File: config.mk
export PLATFORM = sky130hd
export DESIGN_NAME = branch_predictor
export DESIGN_NICKNAME = d
export VERILOG_FILES = /design/src/rtl/branch_predictor.sv
export SDC_FILE = /design/constraint.sdc
export NUM_CORES = 2
export LEC_CHECK = 0
export ABC_AREA = 1
export BUFFER_PORTS_ARGS = -buffer_cell sky130_fd_sc_hd__buf_4
export CAP_MARGIN = 25
export CORE_ASPECT_RATIO = 1.1
export CORE_MARGIN = 1
export CORE_UTILIZATION = 30
export CTS_BUF_LIST = sky130_fd_sc_hd__clkbuf_8
export DETAILED_ROUTE_END_ITERATION = 12
export GPL_ROUTABILITY_DRIVEN = 0
export PLACE_DENSITY = 0.47
export SETUP_SLACK_MARGIN = 0.02
export SLEW_MARGIN = 10
export SYNTH_ARGS = -nofsm -noshare
export SYNTH_HDL_FRONTEND = slang
export SYNTH_SLANG_ARGS = --single-unit
File: constraint.sdc
create_clock -name clock -period 77.1 [get_ports clock]
set_input_delay 3.855 -clock clock [delete_from_list [all_inputs] [get_ports clock]]
set_output_delay 3.855 -clock clock [all_outputs]
set_load 0.005 [all_outputs]
File: src/rtl/branch_predictor.sv
// Direct-mapped BTB with saturating direction counters: same-cycle fetch prediction, execute-stage
// resolve/train and mispredict redirect. Define BP_STATS_EN to add resolve/mispredict counters.
module branch_predictor #(
  parameter int XLEN        = 32,
  parameter int BTB_ENTRIES = 16,
  parameter int CTR_BITS    = 2
) (
  input  logic            clock,
  input  logic            reset,
  input  logic [XLEN-1:0] f_pc,
  output logic [XLEN-1:0] f_next_pc,
  output logic            f_pred_taken,
  input  logic            e_valid,
  input  logic [XLEN-1:0] e_pc,
  input  logic            e_is_branch,
  input  logic            e_is_jump,
  input  logic            e_taken,
  input  logic [XLEN-1:0] e_target,
  input  logic            e_pred_taken,
  input  logic [XLEN-1:0] e_pred_tgt,
  input  logic            invalidate,
  output logic            e_mispredict,
  output logic [XLEN-1:0] e_redirect
`ifdef BP_STATS_EN
  ,
  output logic [31:0]     stat_resolved,
  output logic [31:0]     stat_mispred
`endif
);

  localparam int IDX_W = $clog2(BTB_ENTRIES);
  localparam int TAG_W = XLEN - IDX_W - 2;
  localparam logic [CTR_BITS-1:0] CTR_WT  = CTR_BITS'(1) << (CTR_BITS - 1);
  localparam logic [CTR_BITS-1:0] CTR_WNT = CTR_WT - CTR_BITS'(1);

  typedef struct packed {
    logic                valid;
    logic [TAG_W-1:0]    tag;
    logic [XLEN-1:0]     target;
    logic [CTR_BITS-1:0] ctr;
    logic                jmp;
  } entry_t;

  localparam entry_t RST_ENTRY = '{valid: 1'b0, tag: '0, target: '0, ctr: CTR_WNT, jmp: 1'b0};

  entry_t           tbl_q [BTB_ENTRIES];
  logic [IDX_W-1:0] f_idx, e_idx;
  entry_t           f_ent, e_ent;
  logic             f_hit, e_hit, e_ctrl, e_actual;
  logic             wr_en;
  entry_t           wr_d;

  // Word-offset bits of the PCs carry no information here.
  logic unused_pc_bits;
  assign unused_pc_bits = ^{f_pc[1:0], e_pc[1:0]};

  // Fetch-side lookup
  assign f_idx        = f_pc[IDX_W+1:2];
  assign f_ent        = tbl_q[f_idx];
  assign f_hit        = f_ent.valid && (f_ent.tag == f_pc[XLEN-1:IDX_W+2]);
  assign f_pred_taken = f_hit && (f_ent.jmp || f_ent.ctr[CTR_BITS-1]);
  assign f_next_pc    = f_pred_taken ? f_ent.target : f_pc + XLEN'(4);

  // Execute-side resolve
  assign e_ctrl       = e_is_branch | e_is_jump;
  assign e_actual     = e_ctrl & e_taken;
  assign e_mispredict = e_valid && ((e_actual != e_pred_taken) ||
                                    (e_actual && (e_target != e_pred_tgt)));
  assign e_redirect   = e_actual ? e_target : e_pc + XLEN'(4);

  assign e_idx = e_pc[IDX_W+1:2];
  assign e_ent = tbl_q[e_idx];
  assign e_hit = e_ent.valid && (e_ent.tag == e_pc[XLEN-1:IDX_W+2]);

  always_comb begin
    wr_en = 1'b0;
    wr_d  = e_ent;
    if (e_valid && e_ctrl) begin
      if (e_hit) begin
        wr_en = 1'b1;
        if (e_taken && (e_ent.ctr != '1))
          wr_d.ctr = e_ent.ctr + CTR_BITS'(1);
        else if (!e_taken && (e_ent.ctr != '0))
          wr_d.ctr = e_ent.ctr - CTR_BITS'(1);
        if (e_taken)
          wr_d.target = e_target;
        wr_d.jmp = e_is_jump;
      end else if (e_taken) begin
        wr_en = 1'b1;
        wr_d  = '{valid: 1'b1, tag: e_pc[XLEN-1:IDX_W+2], target: e_target,
                  ctr: CTR_WT, jmp: e_is_jump};
      end
    end else if (e_valid && e_hit) begin
      // A non-control instruction hitting the table is an alias: drop the entry.
      wr_en      = 1'b1;
      wr_d.valid = 1'b0;
    end
  end

  // NOTE: the table is flops, not RAM, so it is reset in full; non-blocking writes make a
  // same-cycle lookup on the trained index see the pre-update entry.
  always_ff @(posedge clock or posedge reset) begin
    if (reset) begin
      for (int i = 0; i < BTB_ENTRIES; i++) tbl_q[i] <= RST_ENTRY;
    end else if (invalidate) begin
      for (int i = 0; i < BTB_ENTRIES; i++) tbl_q[i].valid <= 1'b0;
    end else if (wr_en) begin
      tbl_q[e_idx] <= wr_d;
    end
  end

`ifdef BP_STATS_EN
  logic [31:0] stat_resolved_q, stat_mispred_q;

  always_ff @(posedge clock or posedge reset) begin
    if (reset) begin
      stat_resolved_q <= '0;
      stat_mispred_q  <= '0;
    end else begin
      if (e_valid && e_ctrl) stat_resolved_q <= stat_resolved_q + 32'd1;
      if (e_mispredict)      stat_mispred_q  <= stat_mispred_q + 32'd1;
    end
  end

  assign stat_resolved = stat_resolved_q;
  assign stat_mispred  = stat_mispred_q;
`endif

endmodule
# [After elaboration in Yosys (flattened, before gate mapping)]
# Cells that the tools add are included.
[word_totals] word_cells=154 latch_bits=0 romBits=0 mem_count=0 ramBits=0 reg_bits=992 output_inout_bits=66
[classes] shifts=0 add_sub_neg=4 order_cmp=3 n_mux=41 div_mod_pow=0 bitwise_logic=5 mul=0 reduce_logical=16 n_eq_ne=5
[op_table] op="bitwise mux 992 bit" n=1
[op_table] op="two-way mux 992 bit" n=1
[op_table] op="binary-select mux 62 bit (select 4 bit)" n=2
[op_table] op="two-way mux 62 bit" n=6
[op_table] op="demux 62 bit (select 4 bit)" n=1
[op_table] op="two-way mux 32 bit" n=3
[op_table] op="adder 32 x 3 -> 32 bit (second input constant)" n=2
[op_table] op="two-way mux 61 bit" n=1
[op_table] op="== test 26 bit" n=2
[op_table] op="two-way mux 35 bit" n=1
[op_table] op="!= test 32 bit" n=1
[op_table] op="two-way mux 27 bit" n=1
[op_table] op="two-way mux 1 bit" n=22
[op_table] op=">= comparator 5 bit (second input constant)" n=2
[op_table] op="logical AND 1 bit" n=10
[op_table] op="NOT 4 -> 5 bit" n=2
[op_table] op="less-than comparator 5 x 1 -> 1 bit (second input constant)" n=1
[op_table] op="two-way mux 2 bit" n=2
[op_table] op="nonzero test 2 bit" n=2
[op_table] op="adder 2 x 1 -> 2 bit (second input constant)" n=1
[op_table] op="logical OR 1 bit" n=2
[op_table] op="!= test 2 bit (second input constant)" n=1
[op_table] op="AND reduction 2 bit" n=1
[op_table] op="subtractor 2 x 1 -> 2 bit (second input constant)" n=1
[op_table] op="other kinds (5)" n=5

# [Longest topological paths before layout]
[logic_depth] depth_word=13 ltp_mapped=24 ltp_nobuf=21

# [Worst setup path before layout]
# No wires, ideal clock.
[synth_path] path_kind="input -> output" startpoint="input f_pc[2]" endpoint="output f_next_pc[23]" arrival_time_ns=6.207 cell_stages=17 t_required_ns=73.245 path_slack_ns=67.038 n_path_buf=4 cell_sequence="buf_2 > buf_4 > buf_4 > buf_4 > nand3_2 > nor3_1 > inv_1 > nor2_2 > nand3_1 > nor4_1 > nand3_1 > nor2_1 > inv_1 > nor2_1 > xor2_1 > o21ai_0 > nand2_1"
[synth_via] elab_chain_len=8
[synth_lines] item="from (decl)" line="10" source="input logic [XLEN-1:0] f_pc,"
[synth_lines] item="NOT 4 -> 5 bit (not written as such)" line="59" source="assign f_ent = tbl_q[f_idx];"
[synth_lines] item="binary-select mux 62 bit (select 4 bit)" line="59"
[synth_lines] item="two-way mux 62 bit (not written as such) (2 in a row)" line="59"
[synth_lines] item="== test 26 bit" line="60" source="assign f_hit = f_ent.valid && (f_ent.tag == f_pc[XLEN-1:IDX_W+2]);"
[synth_lines] item="logical AND 1 bit" line="60"
[synth_lines] item="logical AND 1 bit" line="61" source="assign f_pred_taken = f_hit && (f_ent.jmp || f_ent.ctr[CTR_BITS-1]);"
[synth_lines] item="two-way mux 32 bit (*)" line="62" source="assign f_next_pc = f_pred_taken ? f_ent.target : f_pc + XLEN'(4);"
[synth_lines] item="to (decl)" line="11" source="output logic [XLEN-1:0] f_next_pc,"
# Every way passes the cells marked *; elsewhere a longest branch is shown, timed or not. The select of a mux whose other input is x is not followed.

# [Final worst setup path]
[layout_path] startpoint="input f_pc[2]" endpoint="output f_next_pc[2]"
# The elaborated chain is that of the path after synthesis.

==> summary.txt <==
STA
  – RSZ-0062 raised after global routing: false
  – Finish-stage setup viols: 0
  – Worst slew pin tran: 1.13 ns
  – Slew HR: 25.0%
  – Fin. max-slew vios: 0
  – Fin crit share: 16.8%
  – Setup TNS: 0 ns
  – Minimum clock period: 12.94 ns
  – Worst setup skew after layout: 0.0398 ns
  – Max Freq: 77.3 MHz
  – Fin. Hold Viols: 0

Cells and area
  – Max FFs per register: 992
  – Fill count: 21,101
  – Final cell count without fillers: 11,173
  – Top reg by flops: tbl_q
  – Most frequent cells in the layout: nand2_1 (3,072), o21ai_0 (1,402), dfrtp_1 (976), nor2_1 (554), inv_1 (547)
  – Largest registers: tbl_q x992
  – Share of cells above drive strength 1: 8.39%
  – Most common cell after layout, fill and taps aside: nand2_1
  – Layout net count: 8,611
  – P&R area growth vs syn: 12.0%

Pwr
  – Total power per unit cell area: 20.9 nW/um^2
  – VDD IR max: 0.0143 mV
  – Pleak: 31.1 nW

Synth
  – Syn Area/Cell: 6.81 sq um
  – Synth warn: 0
  – Most used DFF post-synth: dfrtp_1
  – Post-synth EDFFs: 0
  – Cell area after synthesis: 58,500 sq um
  – #FFs+latches synth: 992
  – Sequential fraction of the synthesis area: 42.5%
  – Post-Syn Nets: 8,731
  – Async S/R FF share, synth: 100%
  – Netlist cell types: 52
  – Syn Inst Count: 8,588

Detailed routing
  – Post-Route WL: 286,000 um
  – Via Count: 60,440
  – Number of remaining DRC errors: 0
  – Post-route ant nets: 0
  – Drt initial violations: 7,437
  – Wirelength per Cell: 25.6 um
  – Vias/cell: 5.41
  – First drt pass iteration count: 6

Floorplanning
  – Row count: 169
  – DIE AREA: 197,000 sq um
  – Die height: 465 um
  – Die X: 423 um
  – Initial Util: 30.3%
  – Core Area: 193,000 sq um
  – # IOs: 202

Setup path
  – Critical-path top delay cell: buf_4
  – Reg2Reg Depth: 21
  – Kind of critical path: in2out
  – CP Launch Type: primary input
  – Crit path cell chain: buf_8, inv_8, buf_4, nor2_1, o21ai_0, nor2_1, o21bai_1, xor2_1, nor3b_1, nand3_1, nor2_4, buf_4, o21ai_0, buf_4
  – CP most frequent cell: buf_4
  – Worst r2r src: tbl_q[553]
  – Worst flop-to-flop path endpoint: tbl_q[122]
  – WP data required: 73.25 ns
  – Largest stage delay, worst path: 0.85 ns
  – Crit path DAT: 9.09 ns
  – Worst R2R Setup Slack: 71.59 ns
  – Endpoint class of the critical path: primary output
  – Critical Path Fanout Max: 97

Job
  – Max cap viols: 0

Placed design
  – # placed instances: 10,844
  – HPWL after DPL: 173,000 um
  – PortBufs: 201

Clock tree
  – Post_cts resized: 0
  – Worst skew pair latency: 0.96 ns
  – Clk buf depth: 3
  – CTS root buffer: clkbuf_8
  – Post-CTS setup buffer count: 0
  – Clock buffer count from CTS: 185
  – Htree depth: 4
  – Hold Buf Count CTS: 0
  – Clock transition at the registers of the reported paths: 0.06 ns
  – Clk sinks: 992
  – CTS tree: built

Global route
  – First-pass GRT wire length: 411,000 um
  – Vias in the first global route: 56,669
  – Antenna violations before repair: 21
  – Largest net degree at the start of global routing: 176
  – Remaining global-route overflow: 0
  – GRT Overall Usage: 28.4%

Min path
  – Hold Path Cell Cnt: 2
  – Endpoint, Worst Hold: tbl_q[125]
  – Hold_sp: tbl_q[125]
  – Hold Path Class: reg2reg

Run status
  – Outcome: finished clean
==> through the flow <==
step	setup slack, ns	cell area [sq um]	power (mW)	util, %	hold WS (ns)
floorplan	45.36	58500	0.749	-	0.449
global placement	64.00	61400	0.839	31.8	0.461
detailed placement	64.09	61800	0.843	32.0	0.463
CTS	64.07	65500	1.38	33.9	0.473
global route	64.12	65500	1.43	33.9	0.482
finish	64.16	65500	1.37	33.9	0.473
==> cells by family after synthesis <==
family          Yosys count  synth area share [%]
simple gates           3996                  26.9
compound gates         2347                  21.1
buf+inv                1177                  8.31
flops                   992                  42.5
xor+xnor                 69                  1.03
fa+ha+maj                 7                 0.150
==> synthesized netlist by cell type (all sizes together), types with 20 or more instances <==
library cell  number  area, sq um
nand3            281         1590
nor3              21          105
o311ai            20          175
xor2              61          534
inv              509         1910
nor2             570         2170
nand2           3074        11500
nand4             29          181
clkbuf           390         1460
dfrtp            976        24400
o211ai           111          833
a21oi            456         2280
o21ai           1682         8520
o22ai             38          238
buf              272         1470
==> final cells by class <==
cell class	instances	area, sq um	area share, %
repair buffers	355	2920	4.46
clock inverters	80	405	0.618
inverters	515	1970	3.00
multi-input cells	6419	28900	44.0
diodes	6	15.0	0.0229
clock buffers	241	3320	5.06
well taps	2565	3210	4.90
flip-flops and latches	992	24800	37.9
==> worst max-delay path by stage <==
stage / startpoint / end / slack [ns]
2_1_floorplan: reset / tbl_q[0] / 45.36
3_3_place_gp: f_pc[2] / f_next_pc[21] / 64.00
3_5_place_dp: f_pc[2] / f_next_pc[21] / 64.09
4_1_cts: f_pc[2] / f_next_pc[21] / 64.07
5_1_grt: f_pc[2] / f_next_pc[28] / 64.12
6_report: f_pc[2] / f_next_pc[2] / 64.16
==> layer usage <==
metal / part of all wire [%] / track usage [%] / vias up
met5: 0.019 / 0 / -
met2: 44 / 44.0 / 2860
met4: 6.9 / 17.3 / 8
li1: - / - / 27655
met3: 8.1 / 5.27 / 711
met1: 41 / 36.7 / 29206
==> power by group <==
part	internal (mW)	switching, mW
Combinational	0.0705	0.171
Sequential	0.566	0.0315
Clock	0.281	0.250
==> critical path, delay by kind of cell <==
| kind | cells | cell delay (ns) |
|---|---|---|
| buffers and inverters | 5 | 2.42 |
| and+or+nand+nor | 5 | 1.43 |
| AOI/OAI and AO/OA | 3 | 0.87 |
| xor gates and xnor gates | 1 | 0.17 |
(Power assumes the default switching activity.)
